--- config.mk ---
export PLATFORM = sky130hd
export DESIGN_NAME = johnson_seq_gen_flat
export DESIGN_NICKNAME = d
export VERILOG_FILES = /design/src/rtl/johnson_pkg.sv /design/src/rtl/johnson_seq_gen_if.sv /design/src/rtl/johnson_phase_decode.sv /design/src/rtl/johnson_seq_gen.sv /design/src/flat_wrapper.sv
export SDC_FILE = /design/constraint.sdc
export NUM_CORES = 1
export LEC_CHECK = 0
export CAP_MARGIN = 20
export CORE_MARGIN = 3
export CORE_UTILIZATION = 45
export CTS_BUF_LIST = sky130_fd_sc_hd__clkbuf_4 sky130_fd_sc_hd__clkbuf_8
export CTS_CLUSTER_SIZE = 25
export DETAILED_ROUTE_END_ITERATION = 16
export PLACE_DENSITY = 0.81
export SLEW_MARGIN = 10
export SYNTH_ARGS = -nofsm -noshare
export SYNTH_HDL_FRONTEND = slang
export SYNTH_SLANG_ARGS = --single-unit
--- constraint.sdc ---
create_clock -name clk -period 3.8 [get_ports clk]
set_clock_uncertainty 0.1 [all_clocks]
set_input_delay 0.38 -clock clk [delete_from_list [all_inputs] [get_ports clk]]
set_output_delay 0.38 -clock clk [all_outputs]
set_load 0.005 [all_outputs]
--- src/rtl/johnson_pkg.sv ---
// johnson_pkg: shared constants plus seed/encode helpers for the Johnson/ring sequence generator.
package johnson_pkg;
    localparam logic MODE_JOHNSON = 1'b0;
    localparam logic MODE_RING    = 1'b1;
    localparam logic DIR_FWD      = 1'b0;
    localparam logic DIR_REV      = 1'b1;
    localparam int   MAXN         = 32;

    function automatic logic [MAXN-1:0] seed(input logic mode);
        return {{(MAXN-1){1'b0}}, mode};
    endfunction

    // Johnson phase k<=n sets the low k bits; phase k>n clears the low k-n bits of all-ones.
    function automatic logic [MAXN-1:0] encode(input int n, input logic mode, input int ph);
        logic [MAXN-1:0] r;
        r = '0;
        for (int i = 0; i < n; i++)
            r[i] = (mode == MODE_RING) ? (i == ph) : ((ph <= n) ? (i < ph) : (i >= ph - n));
        return r;
    endfunction
endpackage

--- src/rtl/johnson_seq_gen_if.sv ---
// johnson_seq_gen_if: control and status bundle of the sequence generator.
interface johnson_seq_gen_if #(parameter int N = 4, parameter int PW = $clog2(2*N));
    logic          en;
    logic          dir;
    logic          mode;
    logic          load;
    logic [PW-1:0] load_phase;
    logic [N-1:0]  out;
    logic [PW-1:0] phase;
    logic          wrap;
    logic          err;

    modport master (output en, dir, mode, load, load_phase, input out, phase, wrap, err);
    modport slave  (input en, dir, mode, load, load_phase, output out, phase, wrap, err);
endinterface

--- src/rtl/johnson_phase_decode.sv ---
// johnson_phase_decode: state to binary phase index, plus legality of the state for the mode.
module johnson_phase_decode
    import johnson_pkg::*;
#(
    parameter int N  = 4,
    parameter int PW = $clog2(2*N)
) (
    input  logic [N-1:0]  i_out,
    input  logic          i_mode,
    output logic [PW-1:0] o_phase,
    output logic          o_legal
);
    logic [PW-1:0] w_cnt;
    logic [PW-1:0] w_idx;

    always_comb begin
        w_cnt = '0;
        w_idx = '0;
        for (int i = 0; i < N; i++) begin
            w_cnt = w_cnt + PW'(i_out[i]);
            if (i_out[i]) w_idx = PW'(i);
        end
    end

    // Upper Johnson half: N + zero count, i.e. 2N - popcount.
    assign o_phase = (i_mode == MODE_RING) ? w_idx : (i_out[N-1] ? PW'(2*N) - w_cnt : w_cnt);
    assign o_legal = (i_mode == MODE_RING) ? (w_cnt == PW'(1))
                                           : (i_out == N'(encode(N, i_mode, int'(o_phase))));
endmodule

--- src/rtl/johnson_seq_gen.sv ---
// johnson_seq_gen: N-bit Johnson/ring sequencer; define JOHNSON_SELF_CORRECT_EN for illegal-state recovery.
module johnson_seq_gen
    import johnson_pkg::*;
#(
    parameter int N  = 4,
    parameter int PW = $clog2(2*N)
) (
    input logic               clk,
    input logic               reset,
    johnson_seq_gen_if.slave  bus
);
    logic [N-1:0]  r_out;
    logic          r_mode;
    logic          r_wrap;
    logic          r_err;
    logic [N-1:0]  w_next;
    logic [N-1:0]  w_fwd;
    logic [N-1:0]  w_rev;
    logic [N-1:0]  w_step;
    logic [N-1:0]  w_enc;
    logic [PW-1:0] w_phase;
    logic          w_legal;
    logic          w_ill;
    logic          w_ld_ok;
    logic          w_wrap;
    logic          w_err;

    johnson_phase_decode #(.N(N), .PW(PW)) u_dec (
        .i_out   (r_out),
        .i_mode  (r_mode),
        .o_phase (w_phase),
        .o_legal (w_legal)
    );

`ifdef JOHNSON_SELF_CORRECT_EN
    assign w_ill = ~w_legal;
`else
    logic w_unused;
    assign w_unused = w_legal;
    assign w_ill    = 1'b0;
`endif

    assign w_fwd   = {r_out[N-2:0], (r_mode == MODE_RING) ? r_out[N-1] : ~r_out[N-1]};
    assign w_rev   = {(r_mode == MODE_RING) ? r_out[0] : ~r_out[0], r_out[N-1:1]};
    assign w_step  = (bus.dir == DIR_REV) ? w_rev : w_fwd;
    assign w_enc   = N'(encode(N, r_mode, int'(bus.load_phase)));
    assign w_ld_ok = int'(bus.load_phase) < ((r_mode == MODE_RING) ? N : 2*N);

    always_comb begin
        w_next = r_out;
        w_wrap = 1'b0;
        w_err  = 1'b0;
        if (bus.mode != r_mode)
            w_next = N'(seed(bus.mode));
        else if (w_ill) begin
            w_next = N'(seed(r_mode));
            w_err  = 1'b1;
        end else if (bus.load)
            w_next = w_ld_ok ? w_enc : r_out;
        else if (bus.en) begin
            w_next = w_step;
            w_wrap = w_step == N'(seed(r_mode));
        end
    end

    always_ff @(posedge clk) begin
        if (!reset) begin
            r_out  <= N'(seed(bus.mode));
            r_mode <= bus.mode;
            r_wrap <= 1'b0;
            r_err  <= 1'b0;
        end else begin
            r_out  <= w_next;
            r_mode <= bus.mode;
            r_wrap <= w_wrap;
            r_err  <= w_err;
        end
    end

    assign bus.out   = r_out;
    assign bus.phase = w_phase;
    assign bus.wrap  = r_wrap;
    assign bus.err   = r_err;
endmodule

--- src/flat_wrapper.sv ---
// flat-port wrapper written by rule: the top's interface ports become plain ports
module johnson_seq_gen_flat import johnson_pkg::*;
#(
    parameter int N  = 4,
    parameter int PW = $clog2(2*N)
)
  (clk, reset, bus_en, bus_dir, bus_mode, bus_load, bus_load_phase, bus_out, bus_phase, bus_wrap, bus_err);
  johnson_seq_gen_if #(.N(N), .PW(PW)) bus_i ();
  input logic clk;
  input logic reset;
  input wire logic [$bits(bus_i.en)-1:0] bus_en;
  input wire logic [$bits(bus_i.dir)-1:0] bus_dir;
  input wire logic [$bits(bus_i.mode)-1:0] bus_mode;
  input wire logic [$bits(bus_i.load)-1:0] bus_load;
  input wire logic [$bits(bus_i.load_phase)-1:0] bus_load_phase;
  output wire logic [$bits(bus_i.out)-1:0] bus_out;
  output wire logic [$bits(bus_i.phase)-1:0] bus_phase;
  output wire logic [$bits(bus_i.wrap)-1:0] bus_wrap;
  output wire logic [$bits(bus_i.err)-1:0] bus_err;
  assign bus_i.en = bus_en;
  assign bus_i.dir = bus_dir;
  assign bus_i.mode = bus_mode;
  assign bus_i.load = bus_load;
  assign bus_i.load_phase = bus_load_phase;
  assign bus_out = bus_i.out;
  assign bus_phase = bus_i.phase;
  assign bus_wrap = bus_i.wrap;
  assign bus_err = bus_i.err;
  johnson_seq_gen #(.N(N), .PW(PW)) u_core (.clk(clk), .reset(reset), .bus(bus_i));
endmodule
# After elaboration in Yosys (flattened, before gate mapping)
# Cells that the tools add are included.
[classes]
n_addsub = 5
magnitude_cmp = 10
n_eq_ne = 8
mux = 22
bitwise = 4
n_reduce_logical = 6
[ops]
columns = ["operator", "count"]
rows = [
  ["greater-or-equal comparator 3 x 32 -> 1 bit, first input constant", 2],
  ["greater-or-equal comparator 1 x 32 -> 1 bit, first input constant", 1],
  ["greater-or-equal comparator 2 x 32 -> 1 bit, first input constant", 1],
  ["less-than comparator 4 x 32 -> 1 bit", 1],
  ["2-to-1 mux 4 bit", 5],
  ["2-to-1 mux 1 bit", 13],
  ["equality test 3 bit, first input constant", 2],
  ["less-than comparator 1 x 3 -> 1 bit, first input constant", 2],
  ["less-than comparator 2 x 3 -> 1 bit, first input constant", 2],
  ["2-to-1 mux 3 bit", 2],
  ["equality test 4 x 1 -> 1 bit", 1],
  ["2-to-1 mux 2 bit", 2],
  ["inequality test 4 x 1 -> 1 bit, second input constant", 1],
  ["inequality test 4 x 2 -> 1 bit, second input constant", 1],
  ["NOT 1 bit", 4],
  ["AND reduction 2 bit", 2],
  ["OR reduction 4 bit", 1],
  ["subtractor 3 x 3 -> 4 bit, second input constant", 1],
  ["adder 2 x 1 -> 3 bit", 1],
  ["adder 3 x 1 -> 3 bit", 1],
  ["equality test 2 x 3 -> 1 bit, first input constant", 1],
  ["less-or-equal comparator 3 bit, second input constant", 1],
  ["logical NOT 3 bit", 1],
  ["subtractor 1 x 3 -> 3 bit, first input constant", 1],
  ["5 further kinds", 5],
]
[totals]
reg_bits = 6
inputBits = 9
output_inout_bits = 9
wordCells = 59

# Longest topological paths before layout
[depth]
ltp_word = 8
mapped_depth = 8
ltp_nobuf = 8

# Cells and area by module
# A second synthesis with hierarchy kept.
[hier_totals]
hier_cells = 111
hier_area_um2 = 955.9
[modules_own_cells]
columns = ["mod", "n_inst", "cells_per_inst", "area_per_inst_um2", "seq_area_each_um2"]
rows = [
  ["johnson_seq_gen", 1, 69, 594.3, 130.1],
  ["johnson_phase_decode", 1, 42, 361.6, 0.0],
]

# Worst setup path before layout
# No wires, ideal clock.
[synth_timing]
path_type = "flip-flop to output port"
from = "register u_core.r_out[0], in the netlist u_core.bus.out[0]"
to = "output port bus_phase[2]"
arrival_ps = 1945
t_required_ps = 3320
slack_ps = 1375
path_stages_with_launch = 9
path_buffers = 0
path_cell_list = "edfxtp_1 -> fa_1 -> ha_1 -> ha_1 -> inv_1 -> ha_1 -> nor2b_1 -> xnor2_1 -> nor2_1"
[synth_between]
elab_chain_len = 6
[synth_rtl]
columns = ["item", "line_no", "rtl"]
rows = [
  ["from (decl)", "johnson_seq_gen.sv:12", "logic [N-1:0] r_out;"],
  ["from (signal assigned)", "johnson_seq_gen.sv:68", "r_out <= N'(seed(bus.mode));"],
  ["from (signal assigned)", "johnson_seq_gen.sv:73", "r_out <= w_next;"],
  ["adder 1 x 1 -> 2 bit *", "johnson_phase_decode.sv:20", "w_cnt = w_cnt + PW'(i_out[i]);"],
  ["adder 2 x 1 -> 3 bit *", "johnson_phase_decode.sv:20", ""],
  ["adder 3 x 1 -> 3 bit *", "johnson_phase_decode.sv:20", ""],
  ["subtractor 1 x 3 -> 3 bit", "johnson_phase_decode.sv:26", "assign o_phase = (i_mode == MODE_RING) ? w_idx : (i_out[N-1] ? PW'(2*N) - w_cnt : w_cnt);"],
  ["2-to-1 mux 3 bit * (2 in series)", "johnson_phase_decode.sv:26", ""],
  ["to (decl)", "flat_wrapper.sv:17", "output wire logic [$bits(bus_i.phase)-1:0] bus_phase;"],
]
# Every way passes the cells marked *; elsewhere a longest branch is shown, timed or not.

# Worst setup path after layout
# Same ends and word-level chain as after synthesis.

==> impl_results.md <==
* Status: completed
* Clock root buffer: clkbuf_4
* Synth area leader: dfxtp_1
* Largest net degree at the start of global routing at 23
* Slew @ Worst Pin at 785 ps
* Critical path's slowest cell: fa_1
* IO Pins at 18
* H-tree levels at 1
* FF/Latch Area at 130 um2
* R2R Setup Slk at 1990 ps
* GP Congestion at 0.815
* CP Max Fanout at 6
* Critical path buffer and inverter count at 2
* Delay-heaviest family, CP: adder cells
* CTS tree: done
* Worst hold path depth at 2
* Internal power at 0.162 mW
* Hold_sp: u_core.bus.out[1]
* Share of cells above drive strength 1 at 0.130
* Minimum clock period at 3240 ps
* Overall Global Routing Usage at 0.148
* Initial drt markers at 10
* Clock Path Buffers at 2
* Clk pwr share at 0.300
* Total wire length at 1290 um
* Core ar. at 1220 um2
* Cells after Synth at 79
* Die area at 1910 um2
* Vias in the first global route at 536
* Reg-to-Reg Start: u_core.r_mode
* Worst path max stage delay at 520 ps
* Port Buffers at 16
* Via count at 573
* Relative slew slack at 0.476
* Worst ir drop on vdd at 0.320 mV
* Die Ht at 43.7 um
* Num CTS Buffers at 3
* R2R Path End: u_core.bus.out[2]
* Fillcell total at 109
* Switching part of the total power at 0.301
* Kind of critical path: register to primary output
* Post-CTS Hold Buffers at 0
* Die width at 43.7 um
* Most used cell along the critical path: ha_1
* Post-DP HPWL at 1020 um
* Yosys top cell area share at 0.156
* Grt total ovfl at 0
* First-pass GRT wire length at 2200 um
* Synth unique cells at 42
* Setup bufs post-CTS at 0
* Drt first pass iters at 3
* Synth cell count leaders: nor2_1, nand2_1, a21oi_1, dfxtp_1
* CP Data Required Time at 3320 ps
* Nets at 106
* Wire per inst at 12.1 um
* Row count at 12
* Worst Hold Path EP: u_core.bus.out[1]
* Final slew viol count at 0
* Final Hold Fails at 0
* Main synth FF type: dfxtp_1
* Critical path endpoint category: primary output
* CTS clk-pin slew, worst paths at 50 ps
* Crit path cell chain: fa_1 -> ha_1 -> ha_1 -> inv_1 -> ha_1 -> nor2b_1 -> xnor2_1 -> nor2_1 -> clkdlybuf4s50_1
* Synth warnings at 0
* Setup ws final at 557 ps
* Area Growth Syn to Fin at 24.0%
* Synthesized area per cell at 8.11 um2
* Setup TNS at 0 ps
* Yosys reg bits at 6
* Most common cell in the netlist: nor2_1
* Net switching power at 0.0698 mW
* HP Class: register to register
* Post-CTS sizing at 0
* Crit start category: register
* CP arrival at 2760 ps
* Initial antenna violation count at 0
* MaxCap Viol Count at 0
* DRT antenna net count at 0
* Final setup viols at 0
* Syn nets at 92
* Post-synth EDFFs at 1
* Clk Latency, worst-skew pair at 240 ps
* Core Util, Final at 0.653
* Part of the cycle the worst path needs at 0.853
* Syn Std Cell Area at 641 um2
* Initial Util at 0.527
* Synth area leaders: dfxtp_1, ha_1, xnor2_1
* Static Leak at 0.316 nW
* Sink Count at 6
* Comb power frac at 0.353
* DP Worst Slack at 795 ps
* DR vias/cell at 5.41
* Max Clk Rate at 308 MHz
* Reg power frac at 0.347
* Pwr/cell area at 292 nW/um2
* Residual DRC at 0
* Sequential area share after synthesis at 0.203
* N_diodes at 0
* Multi-input gate area at 438 um2
* R2r worst-path depth at 4
* Asr flop ratio synth at 0
* RSZ-0062 raised after global routing: no
-- through the flow --
step	cells	instance area, um2	total power, mW	hold WS [ps]
floorplan	79	641	0.134	308
global placement	102	764	0.162	514
detailed placement	102	764	0.165	517
CTS	106	795	0.236	524
global route	106	795	0.252	585
finish	106	795	0.232	517
-- routing by layer --
layer / wire [um] / global-route usage
met3: 62 / 0.0539
met4: 0 / 0
met2: 660 / 0.265
met1: 563 / 0.178
met5: 0 / 0
-- worst min-delay path, delay by kind of cell, from the launching register on --
family,cells,cell delay [ps]
DFF,1,380
and+or+nand+nor,1,130
AOI/OAI and AO/OA,1,60
-- logic make-up (layout without fill, tap and decap cells) --
kind of cell / after synthesis / in the layout / share of synthesized area
AO/OA/AOI/OAI: 20 / 20 / 0.240
XOR/XNOR: 6 / 6 / 0.0820
adder cells (fa/ha/maj): 4 / 4 / 0.0899
buffers and inverters: 12 / 25 / 0.113
flip-flops: 6 / 6 / 0.203
multiplexers: 2 / 2 / 0.0332
other: 1 / 1 / 0.00585
AND/OR/NAND/NOR: 28 / 28 / 0.232
-- worst max-delay path by stage --
stage	start	endpoint	slack, ps	cells after the start
4_1_cts	u_core.bus.out[0]	bus_phase[2]	530	9
2_1_floorplan	u_core.bus.out[0]	bus_phase[2]	1380	8
3_5_place_dp	u_core.bus.out[0]	bus_phase[1]	790	8
3_3_place_gp	u_core.bus.out[0]	bus_phase[1]	830	8
6_report	u_core.bus.out[0]	bus_phase[2]	560	9
5_1_grt	u_core.bus.out[0]	bus_phase[2]	410	9
-- final cells by class --
class,count,share of cell area
Sequential cell,6,0.164
Clock buffer,4,0.0378
Multi-Input combinational cell,61,0.551
Timing Repair Buffer,16,0.202
Tap cell,14,0.0220
Inverter,5,0.0236
-- power by group through the flow --
stage               sequential (mW)  combinational, mW  clock, mW
global route                 0.0820             0.0929     0.0766
floorplan                    0.0763             0.0580          0
finish                       0.0806             0.0819     0.0695
global placement             0.0817             0.0805          0
CTS                          0.0807             0.0830     0.0725
detailed placement           0.0820             0.0827          0
-- placed cells by master, fill, tap and decap left out, types with 2 or more instances in the layout --
| cell type | n |
|---|---|
| clkdlybuf4s50_1 | 16 |
| xnor2_1 | 4 |
| ha_1 | 3 |
| a21oi_1 | 5 |
| xor2_1 | 2 |
| nor4_2 | 2 |
| inv_1 | 4 |
| dfxtp_1 | 5 |
| a211oi_1 | 2 |
| nand2_1 | 8 |
| nor2_1 | 9 |
| clkbuf_4 | 4 |
-- state kept, by name (all words and copies together), names as in the netlist --
| signal | cells |
|---|---|
| u_core.bus.out | 4 |
| u_core.bus.wrap | 1 |
| u_core.r_mode | 1 |
Note: power is estimated with default switching activity, not from simulation.
